### config.mk
export PLATFORM = sky130hd
export DESIGN_NAME = bch_enc_block_flat
export DESIGN_NICKNAME = d
export VERILOG_FILES = /design/src/rtl/bch_enc_block_if.sv /design/src/rtl/bch_enc_block.sv /design/src/flat_wrapper.sv
export SDC_FILE = /design/constraint.sdc
export NUM_CORES = 1
export LEC_CHECK = 0
export ABC_AREA = 1
export CORE_MARGIN = 2
export CORE_UTILIZATION = 41
export DETAILED_ROUTE_END_ITERATION = 12
export PLACE_DENSITY_LB_ADDON = 0.15
export SETUP_SLACK_MARGIN = 0.2
export SLEW_MARGIN = 20
export SYNTH_ARGS = -nofsm -noshare
export SYNTH_HDL_FRONTEND = slang
export SYNTH_SLANG_ARGS = --single-unit
### constraint.sdc
create_clock -name clk -period 3.15 [get_ports clk]
set_input_delay 0.315 -clock clk [delete_from_list [all_inputs] [get_ports clk]]
set_output_delay 0.315 -clock clk [all_outputs]
set_load 0.05 [all_outputs]
### src/rtl/bch_enc_block_if.sv
// Purpose: handshake bundle for bch_enc_block (message in, codeword out, status).
// Latency: n/a (wiring only); the encoder adds 7 cycles from accept to out_valid.
// Backpressure: valid/ready on both sides; slave = encoder, master = its user.
// Signals: in_valid/in_ready/msg (message side), out_valid/out_ready/codeword
//          (codeword side), busy (status), err_mask (only with BCH_ENC_ERR_INJECT_EN).
interface bch_enc_block_if;
    logic        in_valid;
    logic        in_ready;
    logic [6:0]  msg;
    logic        out_valid;
    logic        out_ready;
    logic [14:0] codeword;
    logic        busy;
`ifdef BCH_ENC_ERR_INJECT_EN
    logic [14:0] err_mask;
`endif

    modport slave (
        input  in_valid,
        input  msg,
        input  out_ready,
`ifdef BCH_ENC_ERR_INJECT_EN
        input  err_mask,
`endif
        output in_ready,
        output out_valid,
        output codeword,
        output busy
    );

    modport master (
        output in_valid,
        output msg,
        output out_ready,
`ifdef BCH_ENC_ERR_INJECT_EN
        output err_mask,
`endif
        input  in_ready,
        input  out_valid,
        input  codeword,
        input  busy
    );
endinterface

### src/rtl/bch_enc_block.sv
// Purpose: serial LFSR encoder for systematic BCH(15,7); codeword = {msg, (msg*x^8) mod g(x)}.
// Latency: 7 cycles from the accepting edge to out_valid; 9 cycles minimum per codeword.
// Backpressure: codeword held in DONE until out_ready; in_ready only in IDLE, so input stalls.
// Ports: clk, rst (synchronous, active high), bus (bch_enc_block_if.slave).
// Optional: define BCH_ENC_ERR_INJECT_EN to add err_mask, XORed into the emitted codeword.
// GEN_POLY: bit i is the x^i coefficient of g(x); bit 8 must be 1 and is implied by the shift.
module bch_enc_block #(
    parameter logic [8:0] GEN_POLY = 9'h1D1
) (
    input  logic              clk,
    input  logic              rst,
    bch_enc_block_if.slave    bus
);

    typedef enum logic [1:0] {
        IDLE  = 2'd0,
        SHIFT = 2'd1,
        DONE  = 2'd2
    } state_t;

    state_t      state;
    logic [6:0]  msg_r;
    logic [7:0]  par;
    logic [2:0]  cnt;
    logic [14:0] code_r;
    logic        in_ready_r;
    logic        out_valid_r;
    logic        busy_r;
`ifdef BCH_ENC_ERR_INJECT_EN
    logic [14:0] err_mask_r;
`endif

    // One step of polynomial division, message MSB first.
    logic       fb;
    logic [7:0] par_nxt;
    logic [14:0] code_nxt;

    always_comb begin
        fb       = msg_r[cnt] ^ par[7];
        par_nxt  = {par[6:0], 1'b0} ^ (fb ? GEN_POLY[7:0] : 8'h00);
`ifdef BCH_ENC_ERR_INJECT_EN
        code_nxt = {msg_r, par_nxt} ^ err_mask_r;
`else
        code_nxt = {msg_r, par_nxt};
`endif
    end

    always_ff @(posedge clk) begin
        if (rst) begin
            state       <= IDLE;
            msg_r       <= 7'h00;
            par         <= 8'h00;
            cnt         <= 3'd0;
            code_r      <= 15'h0000;
            in_ready_r  <= 1'b1;
            out_valid_r <= 1'b0;
            busy_r      <= 1'b0;
`ifdef BCH_ENC_ERR_INJECT_EN
            err_mask_r  <= 15'h0000;
`endif
        end else begin
            case (state)
                IDLE: begin
                    // in_ready is implied by being in IDLE.
                    if (bus.in_valid) begin
                        msg_r      <= bus.msg;
                        par        <= 8'h00;
                        cnt        <= 3'd6;
                        state      <= SHIFT;
                        in_ready_r <= 1'b0;
                        busy_r     <= 1'b1;
`ifdef BCH_ENC_ERR_INJECT_EN
                        err_mask_r <= bus.err_mask;
`endif
                    end
                end
                SHIFT: begin
                    par <= par_nxt;
                    if (cnt == 3'd0) begin
                        // Capture the parity from this final step, not the stale register.
                        code_r      <= code_nxt;
                        state       <= DONE;
                        out_valid_r <= 1'b1;
                    end else begin
                        cnt <= cnt - 3'd1;
                    end
                end
                DONE: begin
                    if (bus.out_ready) begin
                        state       <= IDLE;
                        out_valid_r <= 1'b0;
                        busy_r      <= 1'b0;
                        in_ready_r  <= 1'b1;
                    end
                end
                default: begin
                    state       <= IDLE;
                    out_valid_r <= 1'b0;
                    busy_r      <= 1'b0;
                    in_ready_r  <= 1'b1;
                end
            endcase
        end
    end

    assign bus.in_ready  = in_ready_r;
    assign bus.out_valid = out_valid_r;
    assign bus.codeword  = code_r;
    assign bus.busy      = busy_r;

endmodule

### src/flat_wrapper.sv
// flat-port wrapper written by rule: the top's interface ports become plain ports
module bch_enc_block_flat 
#(
    parameter logic [8:0] GEN_POLY = 9'h1D1
)
  (clk, rst, bus_in_valid, bus_msg, bus_out_ready, bus_in_ready, bus_out_valid, bus_codeword, bus_busy);
  bch_enc_block_if bus_i ();
  input  logic clk;
  input  logic rst;
  input wire logic [$bits(bus_i.in_valid)-1:0] bus_in_valid;
  input wire logic [$bits(bus_i.msg)-1:0] bus_msg;
  input wire logic [$bits(bus_i.out_ready)-1:0] bus_out_ready;
  output wire logic [$bits(bus_i.in_ready)-1:0] bus_in_ready;
  output wire logic [$bits(bus_i.out_valid)-1:0] bus_out_valid;
  output wire logic [$bits(bus_i.codeword)-1:0] bus_codeword;
  output wire logic [$bits(bus_i.busy)-1:0] bus_busy;
  assign bus_i.in_valid = bus_in_valid;
  assign bus_i.msg = bus_msg;
  assign bus_i.out_ready = bus_out_ready;
  assign bus_in_ready = bus_i.in_ready;
  assign bus_out_valid = bus_i.out_valid;
  assign bus_codeword = bus_i.codeword;
  assign bus_busy = bus_i.busy;
  bch_enc_block #(.GEN_POLY(GEN_POLY)) u_core (.clk(clk), .rst(rst), .bus(bus_i));
endmodule
### Word level (Yosys, flattened, before mapping)

Index checks and enable logic that the tools add are counted.

| word-level totals | value |
|---|---|
| bits in registers | 38 |
| input port bits | 11 |
| word-level logic and storage cells | 50 |

| cells by class | value |
|---|---|
| $add $sub $neg | 1 |
| order comparisons | 1 |
| equal/unequal tests | 6 |
| mux-type cells | 20 |
| bitwise operators | 4 |
| reductions and logical operators | 10 |

Operator list:

| cell | number |
|---|---|
| $mux 8 | 2 |
| $pmux 8 s2 | 1 |
| $reduce_and 3->1 | 4 |
| $pmux 1 s3 | 3 |
| $xor 8x8->8 | 1 |
| $mux 1 | 6 |
| $mux 2 | 3 |
| $mux 3 | 2 |
| $ne 2x2->1 const B | 3 |
| $pmux 2 s3 | 1 |
| $pmux 3 s2 | 1 |
| $reduce_and 2->1 | 3 |
| $lt 3x4->1 const B | 1 |
| $bmux 1 s3 | 1 |
| $logic_not 3->1 | 1 |
| $sub 3x1->3 const B | 1 |
| $eq 2x1->1 const B | 1 |
| $eq 2x2->1 const B | 1 |
| $logic_not 2->1 | 1 |
| $ne 2x1->1 const B | 1 |
| $not 1->1 | 2 |
| $reduce_bool 2->1 | 1 |
| $xor 1x1->1 | 1 |

### Logic depth before layout (Yosys ltp)

| logic depth | value |
|---|---|
| word-level depth | 6 |
| mapped depth | 11 |

### Worst setup path before layout

OpenSTA, ideal clock, no wires.

| path | value |
|---|---|
| kind | register to register |
| start | register u_core.cnt[0] |
| end | register u_core.code_r[7], in the netlist u_core.bus.codeword[7] |
| arrival time | 1.309 ns |
| slack | 1.726 ns |
| cell stages (with the launch flop) | 12 |
| buffers on the path | 1 |
| period minus slack after synthesis | 1.424 ns |
| cells stage by stage | dfxtp_1 -> inv_2 -> ha_1 -> inv_1 -> nor2_1 -> nand2_2 -> inv_2 -> buf_2 -> nor2_1 -> nor2_1 -> o21ai_0 -> inv_1 |

| between the ends | value |
|---|---|
| word-level cells in the longest chain between the ends | 5 |
| elaborated cells between the ends (all ways) | 7 |
| classes of those cells | mux: 3; bitwise: 2; reduce/logical: 2 |

Ends and longest elaborated chain:

| element | line | RTL |
|---|---|---|
| start, declared | bch_enc_block.sv:24 | `logic [2:0] cnt;` |
| start signal, assigned | bch_enc_block.sv:85 | `cnt <= cnt - 3'd1;` |
| $bmux 1 s3 | bch_enc_block.sv:39 | `fb = msg_r[cnt] ^ par[7];` |
| $mux 1 (implied by the code) | bch_enc_block.sv:39 |  |
| $xor 1x1->1 | bch_enc_block.sv:39 |  |
| $mux 8 | bch_enc_block.sv:40 | `par_nxt = {par[6:0], 1'b0} ^ (fb ? GEN_POLY[7:0] : 8'h00);` |
| $xor 8x8->8 | bch_enc_block.sv:40 |  |
| end signal, assigned | bch_enc_block.sv:81 | `code_r <= code_nxt;` |
| end, declared | bch_enc_block.sv:25 | `logic [14:0] code_r;` |

Parallel ways exist; a longest one is shown, timed or not. The select of a mux whose other input is x is not followed.
A chain may end at the register's enable or synchronous reset.

### Worst setup path after layout

| path | value |
|---|---|
| start | register u_core.code_r[14], in the netlist u_core.bus.codeword[14] |
| end | output bus_codeword[14] |

RTL lines:

| element | line | RTL |
|---|---|---|
| end, declared | flat_wrapper.sv:15 | `output wire logic [$bits(bus_i.codeword)-1:0] bus_codeword;` |

No word-level cell between the ends.

==> results.json <==
{
  "status": "finished, final reports clean",
  "clk_latency_ns": 0.29,
  "finalPower_mw": 1.37,
  "start_util": 0.428,
  "yosysSeqAreaShare": 0.486,
  "vias_per_cell": 4.68,
  "tns_ns": 0,
  "clkTransAtPathRegs_ns": 0.07,
  "area_delta_synth_final_pct": 29.2,
  "synth_flop_cell": "dfxtp_1",
  "synth_area_mm2": 0.00157,
  "endpoint_kind": "output port",
  "synthTopCellsByArea": "dfxtp_1 (49%), o21ai_0 (7.7%), nand2_1 (7.7%)",
  "cts_tree": "yes",
  "hold_class": "flop to flop",
  "syn-num-nets": 222,
  "setup_viol": 0,
  "ctsHtreeMaxLevel": 2,
  "yosysMostFrequentCell": "dfxtp_1",
  "wire_per_inst_um": 10.9,
  "maxCapViolCount": 0,
  "place_congestion": 0.752,
  "ys_warn_count": 0,
  "grt_pass1_vias": 1208,
  "netlist_instances": 209,
  "path_delay_family": "buffers and inverters",
  "grt_usage": 0.166,
  "antenna_cells": 0,
  "drcViolationCount": 0,
  "slew_viol_final": 0,
  "async_reset_ff_frac": 0,
  "cts_hold_buf": 0,
  "drt_iter0_drc": 70,
  "p_leak_nw": 0.839,
  "die-area_mm2": 0.00433,
  "fmax_mhz": 573,
  "synth_cell_types": 21,
  "grt_pass1_wl_um": 5400,
  "final.fill_count": 353,
  "p_per_area_mw_per_mm2": 676,
  "critPathBufInv": 1,
  "cts_setup_buffers": 0,
  "pin_count": 29,
  "finalCriticalPeriod_ns": 1.75,
  "setup.worst_path.start_class": "flop",
  "numCtsBuffers": 5,
  "worstPathRequired_ns": 2.83,
  "drive_above_1_share": 0.100,
  "ctsResizeCount": 0,
  "rsz0062_at_grt": "false",
  "finish.utilization": 0.552,
  "ys_top_cells_by_count": "dfxtp_1 (38), nand2_1 (32), nor2_1 (29), inv_1 (25), o21ai_0 (24)",
  "grt_antenna_before_repair": 0,
  "dpl.hpwl_um": 2180,
  "max_slew_margin": 0.653,
  "cp_slowest_stage_delay_ns": 0.81,
  "drt-total-wl_um": 3130,
  "worstPathArrival_ns": 1.43,
  "coreArea_mm2": 0.00366,
  "drt-pass1-iter-count": 4,
  "synth_top_area_frac": 0.486,
  "overflow": 0,
  "peakVddDrop_uv": 363,
  "ctsLongestPathBuffers": 2,
  "vias": 1344,
  "period_share": 0.554,
  "avgSynthCellArea_um2": 7.49,
  "crit_type": "flop to output port",
  "cts_root_buffer": "clkbuf_8",
  "drtAntennaViolNets": 0,
  "finalHoldViolCount": 0,
  "die_h_um": 65.8,
  "finalClockSkew_ns": 0.00853,
  "die_width_um": 65.8,
  "grt_max_degree": 24,
  "ys_ff_latch": 38,
  "crit_chain": "clkdlybuf4s50_1",
  "cp_slowest_cell": "clkdlybuf4s50_1",
  "synth_area_leader_cell": "dfxtp_1",
  "num_rows": 22,
  "cp_max_fo": 2,
  "clock-sinks": 38,
  "synth_edf_count": 0,
  "worstMarginPinSlew_ns": 0.521,
  "layout.nets": 251,
  "numPortBuffers": 28
}
[sequential cells by signal, indices dropped and copies added, names as in the netlist]
name                  flops
u_core.bus.out_valid      1
u_core.par                8
u_core.bus.in_ready       1
u_core.bus.codeword      15
u_core.msg_r              7
u_core.cnt                3
u_core.bus.busy           1
u_core.state              2
[cells by family (layout without fill, tap and decap cells)]
family,Yosys count,after routing,share of synthesized area
fa+ha+maj,2,2,0.0160
simple gates,82,82,0.230
compound gates,52,52,0.177
flops,38,38,0.486
buf+inv,35,65,0.0911
[final cells by class]
cell class              count  area [um2]  area share
clock buffers               6        82.6      0.0408
clock inverters             2        60.1      0.0297
inverters                  27         101      0.0501
multi-input cells         136         662       0.327
flip-flops and latches     38         761       0.376
well taps                  48        60.1      0.0297
repair buffers             30         295       0.146
[metrics by stage]
step                      hold slack [ns]  instance area (um2)  cells  worst slack [ns]
after detailed placement            0.461                 1880    279              1.38
after floorplan                     0.449                 1570    209              1.73
after CTS                           0.473                 2020    287              1.40
after global routing                0.503                 2020    287              1.16
after global placement              0.451                 1880    279              1.39
final                               0.471                 2020    287              1.40
[worst paths after layout]
check                                                           from                              endpoint  slack, ns  cells after the start
worst max-delay path            u_core.bus.codeword[14]$_SDFFE_PP0P_                      bus_codeword[14]       1.40                      1
worst min-delay path                    u_core.bus.busy$_SDFFE_PP0P_          u_core.bus.busy$_SDFFE_PP0P_       0.47                      2
worst max register to register          u_core.state[0]$_SDFFE_PP0P_  u_core.bus.codeword[12]$_SDFFE_PP0P_       1.45                      6
worst min register to register          u_core.bus.busy$_SDFFE_PP0P_          u_core.bus.busy$_SDFFE_PP0P_       0.47                      2
[tightest hold or removal path: cells and delay by family (launching register included)]
kind,cells,cell delay (ns)
AO/OA/AOI/OAI,1,0.05
flip-flops,1,0.31
AND/OR/NAND/NOR,1,0.06
[cells in the final DEF, fill, tap and decap left out, drive strengths merged, types with 2 or more instances in the layout]
cell           synthesis  final
a21oi                 25     25
buf                    5      2
bufinv                 0      2
clkbuf                 3      6
clkdlybuf4s50          0     28
dfxtp                 38     38
ha                     2      2
inv                   27     27
nand2                 35     35
nand3                 15     15
nor2                  31     31
o21ai                 25     25
[routing by layer]
layer,routed length [um],track usage
met1,1610,0.219
met2,1300,0.245
met3,156,0.0443
met4,62,0.0938
met5,0,0
[power breakdown]
group	internal (mW)	leakage (nW)	switching [mW]
logic	0.103	0.457	0.209
registers	0.524	0.311	0.0227
clock network	0.338	0.0714	0.169
(Power assumes the default switching activity.)
